===== config.mk =====
export PLATFORM = sky130hd
export DESIGN_NAME = uart_rx_fifo
export DESIGN_NICKNAME = d
export VERILOG_FILES = /design/src/rtl/uart_pkg.sv /design/src/rtl/fifo_sync.sv /design/src/rtl/uart_rx_fifo.sv
export SDC_FILE = /design/constraint.sdc
export NUM_CORES = 1
export LEC_CHECK = 0
export ABC_AREA = 1
export CORE_ASPECT_RATIO = 1.25
export CORE_UTILIZATION = 30
export DETAILED_ROUTE_END_ITERATION = 6
export PLACE_DENSITY = 0.46
export SYNTH_ARGS = -nofsm -noshare
export SYNTH_HDL_FRONTEND = slang
export SYNTH_SLANG_ARGS = --single-unit

===== constraint.sdc =====
create_clock -name clk -period 2.4 [get_ports clk]
set_input_delay 0.36 -clock clk [delete_from_list [all_inputs] [get_ports clk]]
set_output_delay 0.36 -clock clk [all_outputs]
set_load 0.02 [all_outputs]

===== src/rtl/uart_pkg.sv =====
// Shared UART definitions used by the receive buffer and the transmitter.
//   UART_IDLE      : bus word meaning "no byte available"
//   UART_READY_BIT : bit that is low while a received byte is being presented
//   uart_byte_t    : one UART payload byte
//   rearm_state_t  : re-arm handshake state of the receive buffer
package uart_pkg;

  localparam logic [15:0] UART_IDLE      = 16'h8000;
  localparam int          UART_READY_BIT = 15;

  typedef logic [7:0] uart_byte_t;

  typedef enum logic {
    ARMED    = 1'b0,
    CLEARING = 1'b1
  } rearm_state_t;

endpackage


===== src/rtl/fifo_sync.sv =====
// Single-clock FIFO with distributed-RAM storage and a combinational head.
// Ports:
//   clk, rst_n : clock, synchronous active-low reset (pointers only)
//   push, din  : write request and data; accepted when not full, or when a
//                pop is accepted in the same cycle
//   pop        : read request; accepted when not empty
//   dout       : head entry (valid only while !empty)
//   empty/full : status flags
//   count      : entries held, 0..DEPTH
module fifo_sync #(
  parameter int WIDTH  = 8,
  parameter int DEPTH  = 16,
  parameter int ADDR_W = 4
) (
  input  logic              clk,
  input  logic              rst_n,
  input  logic              push,
  input  logic              pop,
  input  logic [WIDTH-1:0]  din,
  output logic [WIDTH-1:0]  dout,
  output logic              empty,
  output logic              full,
  output logic [ADDR_W:0]   count
);

  logic [WIDTH-1:0] mem [DEPTH];
  logic [ADDR_W:0]  wr_ptr;
  logic [ADDR_W:0]  rd_ptr;
  logic             wr_en;
  logic             rd_en;

  // The extra pointer MSB distinguishes full from empty when the low bits match.
  assign empty = (wr_ptr == rd_ptr);
  assign full  = (wr_ptr[ADDR_W] != rd_ptr[ADDR_W]) &&
                 (wr_ptr[ADDR_W-1:0] == rd_ptr[ADDR_W-1:0]);
  assign count = wr_ptr - rd_ptr;

  // A pop frees the slot the simultaneous push lands in, so full+pop may push.
  assign rd_en = pop && !empty;
  assign wr_en = push && (!full || rd_en);

  assign dout = mem[rd_ptr[ADDR_W-1:0]];

  always_ff @(posedge clk) begin
    if (!rst_n) begin
      wr_ptr <= '0;
      rd_ptr <= '0;
    end else begin
      if (wr_en) wr_ptr <= wr_ptr + 1'b1;
      if (rd_en) rd_ptr <= rd_ptr + 1'b1;
    end
  end

  // Storage carries data only; it is never reset.
  always_ff @(posedge clk) begin
    if (wr_en) mem[wr_ptr[ADDR_W-1:0]] <= din;
  end

endmodule


===== src/rtl/uart_rx_fifo.sv =====
// Receive buffer sitting directly behind UartRX.
// Captures each byte UartRX presents, queues it, and pulses rx_clear for one
// cycle afterwards to re-arm the receiver. The CPU polls a 16-bit read word
// that uses the same 16'h8000 "nothing available" encoding as UartRX.
// Ports:
//   clk, rst_n : clock, synchronous active-low reset
//   rx_out     : UartRX.out (16'h8000 idle, {8'h00,byte} when a byte is ready)
//   rx_clear   : registered one-cycle re-arm pulse to UartRX.clear
//   rd         : CPU pop strobe
//   out        : 16'h8000 when empty, else {8'h00, head byte}
//   count      : bytes held, 0..DEPTH
//   overflow   : sticky, set when a byte is dropped on a full FIFO
//   clr_ovf    : clears overflow; a drop in the same cycle takes priority
module uart_rx_fifo
  import uart_pkg::*;
#(
  parameter int DEPTH  = 16,
  parameter int ADDR_W = 4
) (
  input  logic              clk,
  input  logic              rst_n,
  input  logic [15:0]       rx_out,
  output logic              rx_clear,
  input  logic              rd,
  output logic [15:0]       out,
  output logic [ADDR_W:0]   count,
  output logic              overflow,
  input  logic              clr_ovf
);

  rearm_state_t rearm_p1;
  rearm_state_t rearm_p0;
  logic         capture;
  logic         drop;
  logic         empty;
  logic         full;
  uart_byte_t   head;
  logic         unused_rx_hi;

  // Only the ready bit and the payload byte carry information.
  assign unused_rx_hi = ^rx_out[14:8];

  // While clearing, UartRX still shows the byte just taken; ignore it so each
  // frame is pushed exactly once.
  assign capture = !rx_out[UART_READY_BIT] && (rearm_p1 == ARMED);

  // When full, a same-cycle rd makes room, so only a push without rd is lost.
  assign drop = capture && full && !rd;

  // ---- stage p0 -> p1: re-arm state register ----
  always_ff @(posedge clk) begin
    if (!rst_n) rearm_p1 <= ARMED;
    else        rearm_p1 <= rearm_p0;
  end

  always_comb begin
    rearm_p0 = ARMED;
    case (rearm_p1)
      ARMED:    rearm_p0 = capture ? CLEARING : ARMED;
      CLEARING: rearm_p0 = ARMED;
      default:  rearm_p0 = ARMED;
    endcase
  end

  assign rx_clear = (rearm_p1 == CLEARING);

  always_ff @(posedge clk) begin
    if (!rst_n)       overflow <= 1'b0;
    else if (drop)    overflow <= 1'b1;
    else if (clr_ovf) overflow <= 1'b0;
  end

  fifo_sync #(
    .WIDTH  (8),
    .DEPTH  (DEPTH),
    .ADDR_W (ADDR_W)
  ) u_fifo (
    .clk   (clk),
    .rst_n (rst_n),
    .push  (capture),
    .pop   (rd),
    .din   (rx_out[7:0]),
    .dout  (head),
    .empty (empty),
    .full  (full),
    .count (count)
  );

  always_comb begin
    out = UART_IDLE;
    if (!empty) out = {8'h00, head};
  end

endmodule


# [Word level (Yosys, flattened, before mapping)]
# Memory sizes are Yosys's and may differ from the RTL's. A register that Yosys moved wholly into a read port is not among the register bits.
# Cells that the tools add are included.
[classes] add_sub_neg=3 eq_ne=3 n_mux=9 bitwise_logic=1 reduce_logical=12
[ops] cell="two-way mux 16 bit" count=1
[ops] cell="adder 5 x 1 -> 5 bit, second input constant" count=2
[ops] cell="two-way mux 4 bit" count=2
[ops] cell="logical AND 1 bit" count=6
[ops] cell="== test 5 bit" count=1
[ops] cell="two-way mux 1 bit" count=5
[ops] cell="subtractor 5 bit" count=1
[ops] cell="== test 4 bit" count=1
[ops] cell="logical NOT 1 bit" count=4
[ops] cell="case mux 1 bit (2 select lines)" count=1
[ops] cell="nonzero test 2 bit" count=1
[ops] cell="logical OR 1 bit" count=1
[ops] cell="!= test 1 bit" count=1
[ops] cell="inverter 1 bit" count=1
[totals] register_bits=12 ramBits=128 inputBits=20 out_inout_bits=23 word_cells=33 n_memories=1
[memory_table] name="u_fifo.mem" depth=16 width=8 rd=1 rd_clocked_by_memory_dff=1 wr=1 line_no="fifo_sync.sv:26" text="logic [WIDTH-1:0] mem [DEPTH];"

# [Logic depth before layout (Yosys ltp)]
[logic_depth] depth_word=7 depth_mapped=9 depth_no_buf=9

# [Cells and area by module]
# From an unflattened synthesis, not the netlist that was laid out.
[hier_totals] hier_cells=619 area_unflattened_um2=6381.1
[by_module_without_submodules] module="fifo_sync" instances=1 cells_each=584 area_each_um2=6174.7 seq_area_each_um2=4124.0
[by_module_without_submodules] module="uart_rx_fifo" instances=1 cells_each=35 area_each_um2=206.4 seq_area_each_um2=40.0

# [Worst setup path before layout]
# Ideal clock, no wire load.
[synth_path] kind="reg-to-reg" startpoint="register u_fifo.rd_ptr[2]" endpoint="memory u_fifo.mem[12][0], enable pin" setup_ns=0.370 arrival_time_ns=1.669 t_required_ns=2.030 setup_slack_ns=0.361 stages_incl_launch_ff=10 n_path_buf=0 period_less_slack_ns=2.039 cell_sequence="dfxtp_1 -> inv_1 -> ha_1 -> nand2_1 -> nor2_2 -> nand3_2 -> nand2_4 -> inv_2 -> nand2_2 -> nor2_1"
[synth_via] elab_chain_len=7 word_cells_on_any_way=10 classes_between="eq/ne: 2; mux: 2; reduce/logical: 6"
[synth_lines] item="from (decl)" line_no="fifo_sync.sv:28" text="logic [ADDR_W:0] rd_ptr;"
[synth_lines] item="from (signal assigned)" line_no="fifo_sync.sv:50" text="if (rd_en) rd_ptr <= rd_ptr + 1'b1;"
[synth_lines] item="== test 5 bit / == test 4 bit (equally long branches)" line_no="fifo_sync.sv:33, fifo_sync.sv:35"
[synth_lines] item="logical NOT 1 bit / logical AND 1 bit (equally long branches)" line_no="fifo_sync.sv:39, fifo_sync.sv:34"
[synth_lines] item="logical AND 1 bit / logical NOT 1 bit (equally long branches)" line_no="fifo_sync.sv:39, fifo_sync.sv:40"
[synth_lines] item="logical OR 1 bit *" line_no="fifo_sync.sv:40" text="assign wr_en = push && (!full || rd_en);"
[synth_lines] item="logical AND 1 bit *" line_no="fifo_sync.sv:40"
[synth_lines] item="two-way mux 1 bit *" line_no="fifo_sync.sv:56" text="if (wr_en) mem[wr_ptr[ADDR_W-1:0]] <= din;"
[synth_lines] item="two-way mux 1 bit (not written as such) *" line_no="fifo_sync.sv:56"
[synth_lines] item="to (decl)" line_no="fifo_sync.sv:26"
# Every way passes the cells marked *; elsewhere a longest branch is shown, timed or not.

==> metrics.csv <==
stage,metric,value,unit
status,status,"finished, final reports clean",
drt,via/cell ratio,4.56,
sta,Slew Limit Fails,0,
yosys,synthesized flop and latch total,144,
cells_and_area,"commonest non-fill, non-tap cell in the layout",nand2_1,
drt,post-route ant nets,0,
yosys,Synth area leader,edfxtp_1,
cells_and_area,Final Non-Filler Cells,907,
cells_and_area,final net count,654,
job,maximum capacitance violations,0,
worst_setup_path,Crit. End Element,output port,
power_and_ir_drop,Tot Pwr,6950,uW
global_routing,first-pass GRT wire length,23300,um
sta,Final Skew,6.96,ps
floorplan,Die X-Extent,130,um
power_and_ir_drop,Power Density,910,nW/um^2
drt,final wirelength,15500,um
worst_setup_path,CP peak stage delay,390,ps
global_routing,initial antenna violation count,0,
power_and_ir_drop,LEAKAGE,0.00289,uW
power_and_ir_drop,VDD IR-drop max,0.475,mV
global_routing,GRT Overall Usage,15.4,%
yosys,post-synthesis compound-gate area fraction,1.95,%
cells_and_area,"commonest cells after routing, fill and taps aside","nand2_1, edfxtp_1, nand3_1",
placed_design,Post-DP Area,6960,sq um
yosys,Synth Area in Adders,2.15,%
cells_and_area,FF/Latch Area,4170,sq um
worst_setup_path,Reg2Reg Depth,10,
yosys,largest family of logic cells by synthesized area,simple AND/OR/NAND/NOR gates,
clock_network,"Clk pin slew, worst setup/hold paths",60,ps
sta,Worst-Margin Slew,725,ps
cells_and_area,Filler cells,1990,
floorplan,die area,21100,sq um
cells_and_area,Area Growth Syn to Fin,24.1,%
cells_and_area,area occupied by multi-input gates,1740,sq um
drt,DR pass1 iterations,5,
worst_setup_path,reg2reg start,u_fifo.rd_ptr[1],
cells_and_area,layout cells sized above 1,17.0,%
clock_network,Hold Buf Count CTS,0,
worst_setup_path,Required @ worst endpoint,2040,ps
floorplan,I/O pins,43,
clock_network,H-Tree Depth,4,
floorplan,Chip Height,162,um
worst_setup_path,crit path to,out[5],
clock_network,TritonCTS Buffers,17,
yosys,top cell type's share of synthesized area,62.4,%
drt,detailed-route DRC error count,0,
hold_path,Hold WC Path Type,reg -> reg,
placed_design,DP Wirelength,9710,um
worst_setup_path,"Cell Chain, Critical Path","inv_6, buf_12, nand2_1, nand3_1, nand3_1, nand2_1, nand2_1, a21oi_2, buf_2",
sta,"Hold Violations, Final",0,
yosys,register area share after synthesis,67.6,%
drt,detail-routed net length per standard cell,17.1,um
sta,Relative slew margins,51.5,%
yosys,Area contributors post-synth,"edfxtp_1, nand2_1, nand3_1",
worst_setup_path,crit-path max FO,13,
yosys,Synth cell types,26,
floorplan,Rows,58,
sta,minimum clock period,2300,ps
yosys,mapped cell area,6160,sq um
worst_setup_path,"Worst Path Class, Setup",reg -> out,
yosys,Post-Syn Area per Cell,11.0,sq um
clock_network,buffer count from post-CTS setup fixing,0,
yosys,proportion of synthesized area in mux cells,0,%
sta,period utilization,95.6,%
worst_setup_path,Worst Path Arrival,1940,ps
placed_design,Cells after DPL,873,
yosys,post-synthesis simple-gate area fraction,22.0,%
cells_and_area,Finished Cell Area,7650,sq um
clock_network,worst skew pair latency,420,ps
sta,Setup Viol. Count Final,0,
clock_network,CTS tree,built,
sta,final hold slack,477,ps
placed_design,Routability Congestion,0.782,
clock_network,maximum buffer depth of the clock tree,2,
placed_design,PortBufs,28,
global_routing,pin count of the biggest net entering global routing,36,
clock_network,clock sinks,144,
worst_setup_path,r2r setup slk,450,ps
cells_and_area,antenna cells,0,
global_routing,grt ovf,0,
yosys,post-synthesis xor/xnor area fraction,1.42,%
worst_setup_path,CP max-delay cell,dfxtp_4,
worst_setup_path,Reg-to-Reg End,u_fifo.mem[13][6],
floorplan,Core ar.,20100,sq um
drt,via count,4137,
worst_setup_path,Worst setup SP type,flip-flop,
yosys,total of warnings raised by yosys,0,
drt,initial drt markers,229,
worst_setup_path,CP most frequent cell,nand2_1,
global_routing,number of global-route vias before repair,4142,
clock_network,CTS Root Cell,clkbuf_16,
sta,Max Freq,436,MHz
yosys,post-synthesis cell count,558,
floorplan,initial core utilization,30.6,%
==> registers in the layout (all words and copies together), names as in the netlist, named ones only <==
name           count
rx_clear           1
overflow           1
u_fifo.mem       128
u_fifo.rd_ptr      5
u_fifo.wr_ptr      5
==> worst max-delay path: cells and delay by family, from the launching register on <==
| family | cells | cell delay, ps |
|---|---|---|
| DFF | 1 | 390 |
| and+or+nand+nor | 5 | 490 |
| AOI/OAI and AO/OA | 1 | 190 |
| buffers and inverters | 3 | 450 |
==> layout make-up <==
| class | count | share of cell area (%) |
|---|---|---|
| flip-flops and latches | 144 | 54.5 |
| multi-input cells | 367 | 22.8 |
| repair buffers | 74 | 8.74 |
| clock buffers | 18 | 5.61 |
| well taps | 270 | 4.42 |
| clock inverters | 14 | 2.80 |
| inverters | 20 | 1.11 |
==> synth_stat cells, drive strengths merged <==
master	n
nand2	185
edfxtp	128
nand3	106
buf	29
nor2	24
inv	20
a21oi	18
dfxtp	16
ha	9
xor2	7
o21ai	6
clkbuf	4
xnor2	3
conb	1
fa	1
nor3	1
==> worst min-delay path by stage <==
stage	start	end	depth (start not counted)
detailed placement	overflow	overflow	2
finish	overflow	overflow	2
CTS	overflow	overflow	2
global placement	overflow	overflow	2
floorplan	rx_out[0]	u_fifo.mem[0][0]	0
global route	overflow	overflow	2
==> routing by layer <==
layer	share of wire, %	vias up	global-route usage (%)
li1	-	2029	-
met4	2.6	0	6.82
met2	51	100	26.1
met5	0	-	0
met3	4.4	21	3.85
met1	42	1987	18.3
==> per-stage QoR <==
| stage | util, % | TNS, ps | setup slack [ps] |
|---|---|---|---|
| after floorplan | - | 0 | 361 |
| after detailed placement | 34.6 | 0 | 35.3 |
| after global placement | 34.6 | 0 | 50.1 |
| final | 38.0 | 0 | 105 |
| after CTS | 37.8 | 0 | 3.23 |
| after global routing | 38.0 | -3.41 | -3.41 |
==> timing repair <==
action	in CTS	in global routing
setup endpoints to repair	13	12
gates cloned	0	2
resized for setup	36	24
==> power by group <==
part / internal (uW) / total (uW) / switching [uW] / leakage [uW]
Sequential: 2770 / 2800 / 28.2 / 0.00129
Combinational: 456 / 1300 / 840 / 0.00130
Clock: 1840 / 2860 / 1010 / 0.000306
==> cells by family (layout without fill, tap and decap cells) <==
group | count (synthesis) | in the layout
and+or+nand+nor | 316 | 316
AOI/OAI and AO/OA | 24 | 24
adders and majority gates | 10 | 10
buffers and inverters | 53 | 126
xor gates and xnor gates | 10 | 10
DFF | 144 | 144
other | 1 | 7
No activity file was read; power rests on OpenSTA's default activity.
